File: src/rtl/nrz_pkg.sv
// Shared types and sizing helpers for the NRZ frame deserializer.
package nrz_pkg;

    typedef enum logic [1:0] {
        HUNT  = 2'd0,
        DATA  = 2'd1,
        CHECK = 2'd2
    } frm_state_t;

    localparam logic [7:0] SYNC_DEFAULT = 8'hA7;

    // Counter width for a count range of 0..n-1, never narrower than one bit.
    function automatic int cnt_w(input int n);
        return (n <= 1) ? 1 : $clog2(n);
    endfunction

endpackage

File: src/rtl/nrz_bit_sampler.sv
// Aligns nrz with the recovered clock, detects cdr falling edges (mid-bit)
// and shifts the sampled bit into a W-bit register.
module nrz_bit_sampler #(
    parameter int W         = 8,
    parameter int ALIGN_DLY = 3
) (
    input  logic         clk,
    input  logic         rst_n,
    input  logic         nrz,
    input  logic         cdr,
    output logic         fall,
    output logic [W-1:0] sh_nx,
    output logic [W-1:0] sh
);

    logic [ALIGN_DLY-1:0] dly;
    logic                 cdr_d;
    logic                 nrz_a;

    always_ff @(posedge clk or negedge rst_n) begin
        if (!rst_n) begin
            dly   <= '0;
            cdr_d <= 1'b0;
            sh    <= '0;
        end else begin
            dly[0] <= nrz;
            for (int i = 1; i < ALIGN_DLY; i++) dly[i] <= dly[i-1];
            cdr_d <= cdr;
            if (fall) sh <= sh_nx;
        end
    end

    // nrz is delayed to match the latency the CDR stage adds to cdr.
    assign nrz_a = dly[ALIGN_DLY-1];
    assign fall  = cdr_d & ~cdr;
    assign sh_nx = {sh[W-2:0], nrz_a};

endmodule

File: src/rtl/nrz_frame_deser.sv
// NRZ deserializer and frame synchroniser: hunts for SYNC, deframes
// FRAME_WORDS words per frame and flywheels over isolated sync misses.
module nrz_frame_deser import nrz_pkg::*; #(
    parameter int           W           = 8,
    parameter logic [W-1:0] SYNC        = W'(SYNC_DEFAULT),
    parameter int           FRAME_WORDS = 16,
    parameter int           MISS_MAX    = 3,
    parameter int           ALIGN_DLY   = 3
) (
    input  logic         clk,
    input  logic         rst_n,
    input  logic         nrz,
    input  logic         cdr,
    output logic [W-1:0] out_data,
    output logic         out_valid,
    input  logic         out_ready,
    output logic         out_sof,
    output logic         locked,
    output logic         sync_miss,
    output logic         overflow,
    input  logic         ovf_clr
);

    localparam int BW  = cnt_w(W);
    localparam int WCW = cnt_w(FRAME_WORDS);
    localparam int MW  = cnt_w(MISS_MAX);

    logic           fall;
    logic [W-1:0]   sh_nx;
    logic [W-1:0]   sh_unused;

    frm_state_t     state;
    logic [BW-1:0]  bitcnt;
    logic [WCW-1:0] wordcnt;
    logic [MW-1:0]  miss;
    logic           sof_pend;

    logic           match;
    logic           bit_last;
    logic           word_last;
    logic           miss_last;
    logic           emit;
    logic           enter_data;

    nrz_bit_sampler #(
        .W         (W),
        .ALIGN_DLY (ALIGN_DLY)
    ) u_sampler (
        .clk   (clk),
        .rst_n (rst_n),
        .nrz   (nrz),
        .cdr   (cdr),
        .fall  (fall),
        .sh_nx (sh_nx),
        .sh    (sh_unused)
    );

    assign match     = (sh_nx == SYNC);
    assign bit_last  = (bitcnt == BW'(W - 1));
    assign word_last = (wordcnt == WCW'(FRAME_WORDS - 1));
    assign miss_last = (miss == MW'(MISS_MAX - 1));

    assign emit       = fall && (state == DATA) && bit_last;
    assign enter_data = fall && (((state == HUNT) && match) ||
                                 ((state == CHECK) && bit_last && (match || !miss_last)));

    assign locked = (state != HUNT);

    always_ff @(posedge clk or negedge rst_n) begin
        if (!rst_n) begin
            state     <= HUNT;
            bitcnt    <= '0;
            wordcnt   <= '0;
            miss      <= '0;
            sync_miss <= 1'b0;
        end else begin
            sync_miss <= 1'b0;
            if (fall) begin
                case (state)
                    HUNT: begin
                        if (match) begin
                            state   <= DATA;
                            bitcnt  <= '0;
                            wordcnt <= '0;
                            miss    <= '0;
                        end
                    end
                    DATA: begin
                        if (bit_last) begin
                            bitcnt <= '0;
                            if (word_last) state <= CHECK;
                            else           wordcnt <= wordcnt + 1'b1;
                        end else begin
                            bitcnt <= bitcnt + 1'b1;
                        end
                    end
                    CHECK: begin
                        if (bit_last) begin
                            bitcnt  <= '0;
                            wordcnt <= '0;
                            if (match) begin
                                miss  <= '0;
                                state <= DATA;
                            end else begin
                                sync_miss <= 1'b1;
                                // Flywheel: keep the assumed frame position until too many misses.
                                if (miss_last) begin
                                    state <= HUNT;
                                end else begin
                                    miss  <= miss + 1'b1;
                                    state <= DATA;
                                end
                            end
                        end else begin
                            bitcnt <= bitcnt + 1'b1;
                        end
                    end
                    default: state <= HUNT;
                endcase
            end
        end
    end

    always_ff @(posedge clk or negedge rst_n) begin
        if (!rst_n) begin
            out_data  <= '0;
            out_valid <= 1'b0;
            out_sof   <= 1'b0;
            overflow  <= 1'b0;
            sof_pend  <= 1'b0;
        end else begin
            if (enter_data) sof_pend <= 1'b1;
            if (ovf_clr)    overflow <= 1'b0;
            if (emit) begin
                sof_pend <= 1'b0;
                if (!out_valid || out_ready) begin
                    out_data  <= sh_nx;
                    out_sof   <= sof_pend;
                    out_valid <= 1'b1;
                end else begin
                    // Held word wins; the new one is lost and flagged.
                    overflow <= 1'b1;
                end
            end else if (out_valid && out_ready) begin
                out_valid <= 1'b0;
            end
        end
    end

endmodule

File: config.mk
export PLATFORM = sky130hd
export DESIGN_NAME = nrz_frame_deser
export DESIGN_NICKNAME = d
export VERILOG_FILES = /design/src/rtl/nrz_pkg.sv /design/src/rtl/nrz_bit_sampler.sv /design/src/rtl/nrz_frame_deser.sv
export SDC_FILE = /design/constraint.sdc
export NUM_CORES = 1
export LEC_CHECK = 0
export CAP_MARGIN = 20
export CORE_ASPECT_RATIO = 1.4
export CORE_UTILIZATION = 50
export DETAILED_ROUTE_END_ITERATION = 10
export PLACE_DENSITY = 0.72
export SETUP_SLACK_MARGIN = 0.1
export SLEW_MARGIN = 15
export SYNTH_ARGS = -nofsm -noshare
export SYNTH_HDL_FRONTEND = slang
export SYNTH_SLANG_ARGS = --single-unit
File: constraint.sdc
create_clock -name clk -period 1.98 [get_ports clk]
set_clock_uncertainty 0.1 [all_clocks]
set_input_delay 0.396 -clock clk [delete_from_list [all_inputs] [get_ports clk]]
set_output_delay 0.396 -clock clk [all_outputs]
set_load 0.05 [all_outputs]
# Word-level counts from Yosys, hierarchy flattened
# Index checks and enable logic that the tools add are counted.
[totals] output_inout_bits=13 register_bits=35
[classes] n_mux=32 addsub=3 n_bitwise=2 reduce_logical=26 eq_ne=13
[ops] cell="2-to-1 mux 2 bit" count=8
[ops] cell="2-to-1 mux 4 bit" count=4
[ops] cell="2-to-1 mux 1 bit" count=14
[ops] cell="one-hot mux 4 bit (3 select lines)" count=1
[ops] cell="inequality test 2 bit, second input constant" count=5
[ops] cell="AND reduction 5 bit" count=2
[ops] cell="nonzero test 2 bit" count=5
[ops] cell="== test 8 bit, second input constant" count=1
[ops] cell="logical AND 1 bit" count=7
[ops] cell="2-to-1 mux 3 bit" count=2
[ops] cell="one-hot mux 2 bit (3 select lines)" count=1
[ops] cell="one-hot mux 3 bit (2 select lines)" count=1
[ops] cell="AND reduction 6 bit" count=1
[ops] cell="adder 4 x 1 -> 4 bit, second input constant" count=1
[ops] cell="== test 2 bit, second input constant" count=2
[ops] cell="== test 4 bit, second input constant" count=1
[ops] cell="one-hot mux 2 bit (2 select lines)" count=1
[ops] cell="AND reduction 2 bit" count=2
[ops] cell="adder 3 x 1 -> 3 bit, second input constant" count=1
[ops] cell="== test 3 bit, second input constant" count=1
[ops] cell="logical OR 1 bit" count=3
[ops] cell="inequality test 3 bit, second input constant" count=1
[ops] cell="AND reduction 3 bit" count=1
[ops] cell="nonzero test 3 bit" count=1
[ops] cell="other kinds (8)" count=9

# Logic depth before layout (Yosys ltp)
[logic_depth] ltp_word=8 ltp_mapped=7

# Modules after synthesis
# A second synthesis with hierarchy kept.
[unflattened] hier_cells=145 hier_area_um2=1835.5
[modules_own_cells] module="nrz_frame_deser" cells_each=115 area_each_um2=1321.3 n_inst=1
[modules_own_cells] module="nrz_bit_sampler" cells_each=30 area_each_um2=514.2 n_inst=1

# Worst setup path before layout
# No wires, ideal clock.
[synth_timing] kind="register to register" start="register state[1]" end="register bitcnt[0]" path_slack_ps=53 setup_ps=122 t_arrival_ps=1705 t_required_ps=1758 stages_incl_launch_ff=7 period_less_slack_ps=1927 cell_sequence="dfrtp_1 -> inv_1 -> ha_1 -> inv_1 -> nor3_1 -> o21ai_0 -> a32o_1"
[synth_between] elab_chain_cells=4 word_cells_on_any_way=8
[synth_lines] element="start: declaration" line="nrz_frame_deser.sv:32" rtl="frm_state_t state;"
[synth_lines] element="start signal: assignment" line="nrz_frame_deser.sv:71" rtl="state <= HUNT;"
[synth_lines] element="start signal: assignment" line="nrz_frame_deser.sv:82" rtl="state <= DATA;"
[synth_lines] element="start signal: assignment" line="nrz_frame_deser.sv:91" rtl="if (word_last) state <= CHECK;"
[synth_lines] element="== test 2 x 1 -> 1 bit or == test 2 bit (tied branches)" line="nrz_frame_deser.sv:79" rtl="case (state)"
[synth_lines] element="OR reduction 2 bit (no source line)"
[synth_lines] element="nonzero test 2 bit (no source line)"
[synth_lines] element="AND reduction 3 bit (no source line)"
[synth_lines] element="end signal: assignment" line="nrz_frame_deser.sv:94" rtl="bitcnt <= bitcnt + 1'b1;"
[synth_lines] element="end signal: assignment" line="nrz_frame_deser.sv:115" rtl="bitcnt <= bitcnt + 1'b1;"
[synth_lines] element="end: declaration" line="nrz_frame_deser.sv:33" rtl="logic [BW-1:0] bitcnt;"
# Parallel ways exist; a longest one is shown, timed or not.
# A chain may end at the register's enable or synchronous reset.

# Worst setup path after layout
[layout_timing] start="register state[1]" end="output port locked"
[layout_between] elab_chain_cells=1
[layout_lines] element="nonzero test 2 bit" line="nrz_frame_deser.sv:67" rtl="assign locked = (state != HUNT);"
[layout_lines] element="end: declaration" line="nrz_frame_deser.sv:18" rtl="output logic locked,"
# Every way passes these cells.

==> flow_metrics.py <==
metrics = {
    "outcome": {
        "outcome": "completed",
    },
    "final_layout": {
        "nNetsFinal": 202,
        "synthToLayoutAreaGrowth_pct": 26.7,
        "diodes": 0,
        "layout-drive-gt1-share_pct": 32.4,
        "fill_cells": 232,
        "design_area_mm2": 0.00213,
    },
    "placement": {
        "numPortBuffers": 18,
        "gp_congestion": 0.797,
        "dpl-instance-area_mm2": 0.00196,
        "dp_hpwl_um": 2460,
        "post-place-ws_ps": -151,
    },
    "routing": {
        "drt_pass1_iterations": 4,
        "drt_wl_total_um": 3480,
        "drt-vias-per-instance": 5.51,
        "wl_per_cell_um": 15.3,
        "drt-initial-drc-count": 33,
        "ant_nets": 0,
        "drc": 0,
        "vias": 1250,
    },
    "run": {
        "cap_violations": 0,
    },
    "yosys": {
        "synthTopCellsByArea": "dfrtp_1, ha_1, mux2_2",
        "ys_warn_count": 0,
        "avgSynthCellArea_um2": 11.2,
        "syn_inst": 150,
        "netlist.top_cell.by_area": "dfrtp_1",
        "ys_ff_latch": 35,
        "synth_nets": 165,
        "synthArstFlopShare_pct": 100,
        "ys_seq_area_share_pct": 52.1,
        "synth_edf_count": 0,
        "syn_area_mm2": 0.00168,
        "synth_top_area_share_pct": 52.1,
        "synth.distinct_cells": 38,
        "post-synth-top-count-cell": "dfrtp_1",
        "synthTopCellsByCount": "dfrtp_1, nand2_1, inv_1, ha_1, mux2_2",
        "synth_top_flop_cell": "dfrtp_1",
    },
    "clock_tree": {
        "clockBufferDepth": 2,
        "cts_tree": "yes",
        "path_clk_slew_ps": 70,
        "cts_sinks": 35,
        "numCtsBuffers": 5,
        "clock_latency_ps": 290,
        "cts_root_buffer": "clkbuf_8",
        "ctsHtreeMaxLevel": 2,
    },
    "global_route": {
        "grt_usage_pct": 21.8,
        "grt_max_degree": 36,
        "grt-ovfl-total": 0,
        "antenna_found_initial": 0,
        "grt_pass1_wl_um": 5700,
        "grt_pass1_vias": 1258,
    },
    "pwr": {
        "power_density_mw_per_mm2": 1120,
        "p_leak_uw": 0.00102,
        "worst_ir_drop_vdd_mv": 1.14,
    },
    "sta": {
        "setup_viol": 0,
        "fin_crit_sh_pct": 91.9,
        "worst_pin_slew_ps": 493,
        "fin_crit_ps": 1820,
        "hold_violations": 0,
        "setup_ws_ps": 161,
        "max_freq_mhz": 550,
        "rsz0062_at_grt": "no",
        "slew-limit-headroom_pct": 67.2,
        "slew_violations": 0,
    },
    "worst_setup_path": {
        "worstSetupStartpointType": "flip-flop",
        "crit_fanout": 5,
        "crit_arrival_ps": 1320,
        "cp-end-kind": "output port",
        "critPathKind": "reg2out",
        "cp.required_ps": 1480,
    },
    "die": {
        "die_w_um": 51.0,
        "initial_core_util_pct": 53.3,
        "row_count": 24,
        "die_h_um": 70.6,
        "die_area_mm2": 0.00360,
        "core_area_mm2": 0.00315,
        "io_pins": 19,
    },
    "worst_hold_path": {
        "min_path_type": "reg2reg",
    },
}
worst max-delay path: stages, from the launching register on:
cell and delay, ps:
dfrtp_2 440, inv_2 120, ha_4 180, clkinvlp_4 140
buf_12 170
power by group:
group	switching [µW]	total, µW	internal (µW)
Sequential	125	959	833
Combinational	470	942	472
Clock	238	485	246
through the flow:
stage	hold WS, ps	util, %	std cells	power [µW]	TNS (ps)
finish	262	67.6	227	2390	0
global route	270	67.6	227	2520	0
CTS	264	66.5	226	2340	0
detailed placement	243	62.3	212	1750	-1540
global placement	232	62.3	212	1720	-964
floorplan	0.409	-	150	1500	0
per-layer routing:
layer | vias up | share of wire (%) | global-route usage, %
li1 | 592 | - | -
met2 | 33 | 52 | 36.3
met4 | 0 | 3.5 | 11.4
met3 | 14 | 3.6 | 6.24
met1 | 611 | 41 | 24.8
met5 | - | 0 | 0
state kept, by name, indices dropped and copies added, names as in the netlist, 2 cells and up:
signal / count
out_data: 8
u_sampler.sh: 7
wordcnt: 4
bitcnt: 3
u_sampler.dly: 3
miss: 2
state: 2
cells in the final DEF, fill, tap and decap left out, types with 3 or more instances in the layout:
cell type        synthesis  routed
dfrtp_1                 35      34
buf_4                    0      25
nand2_1                 24      24
mux2_2                   9       9
inv_1                   11       8
nor2_1                   7       7
nand3_1                  5       5
ha_1                     9       5
clkbuf_8                 0       5
clkdlybuf4s50_1          0       5
nor2b_1                  4       4
a21oi_1                  3       3
nor3_1                   3       3
o21ai_0                  3       3
a32o_1                   3       3
mux2i_1                  3       3
ha_4                     0       3
dlygate4sd2_1            0       3
kinds of logic (layout without fill, tap and decap cells):
family,count (synthesis),in the layout,synth area share [%]
AO/OA/AOI/OAI,22,22,10.6
buffers and inverters,15,53,3.50
adder cells (fa/ha/maj),9,9,6.70
AND/OR/NAND/NOR,56,56,18.5
multiplexers,13,13,8.71
flip-flops,35,35,52.1
worst paths after layout:
kind,cells after the start,from,slack (ps),to
max,4,state[1],160,locked
min,0,u_sampler.dly[1],260,u_sampler.dly[2]
max reg2reg,6,state[0],170,wordcnt[2]
min reg2reg,0,u_sampler.dly[1],260,u_sampler.dly[2]
max in group asynchronous,2,rst_n,1040,state[1]
min in group asynchronous,2,rst_n,410,overflow
layout make-up:
| class | instances | area [µm²] | share of cell area (%) |
|---|---|---|---|
| clock inverter | 1 | 5.00 | 0.235 |
| sequential | 35 | 877 | 41.2 |
| timing repair buffer | 34 | 284 | 13.3 |
| multi-input combinational | 100 | 795 | 37.3 |
| clock buffer | 7 | 76.3 | 3.58 |
| tap | 39 | 48.8 | 2.29 |
| inverter | 11 | 45.0 | 2.11 |
timing repair:
action                                  CTS  global route
setup buffers                             6             1
hold buffers                              0             0
endpoints found under the setup margin   15            16
resized for setup                         6             7
(Power assumes the default switching activity.)
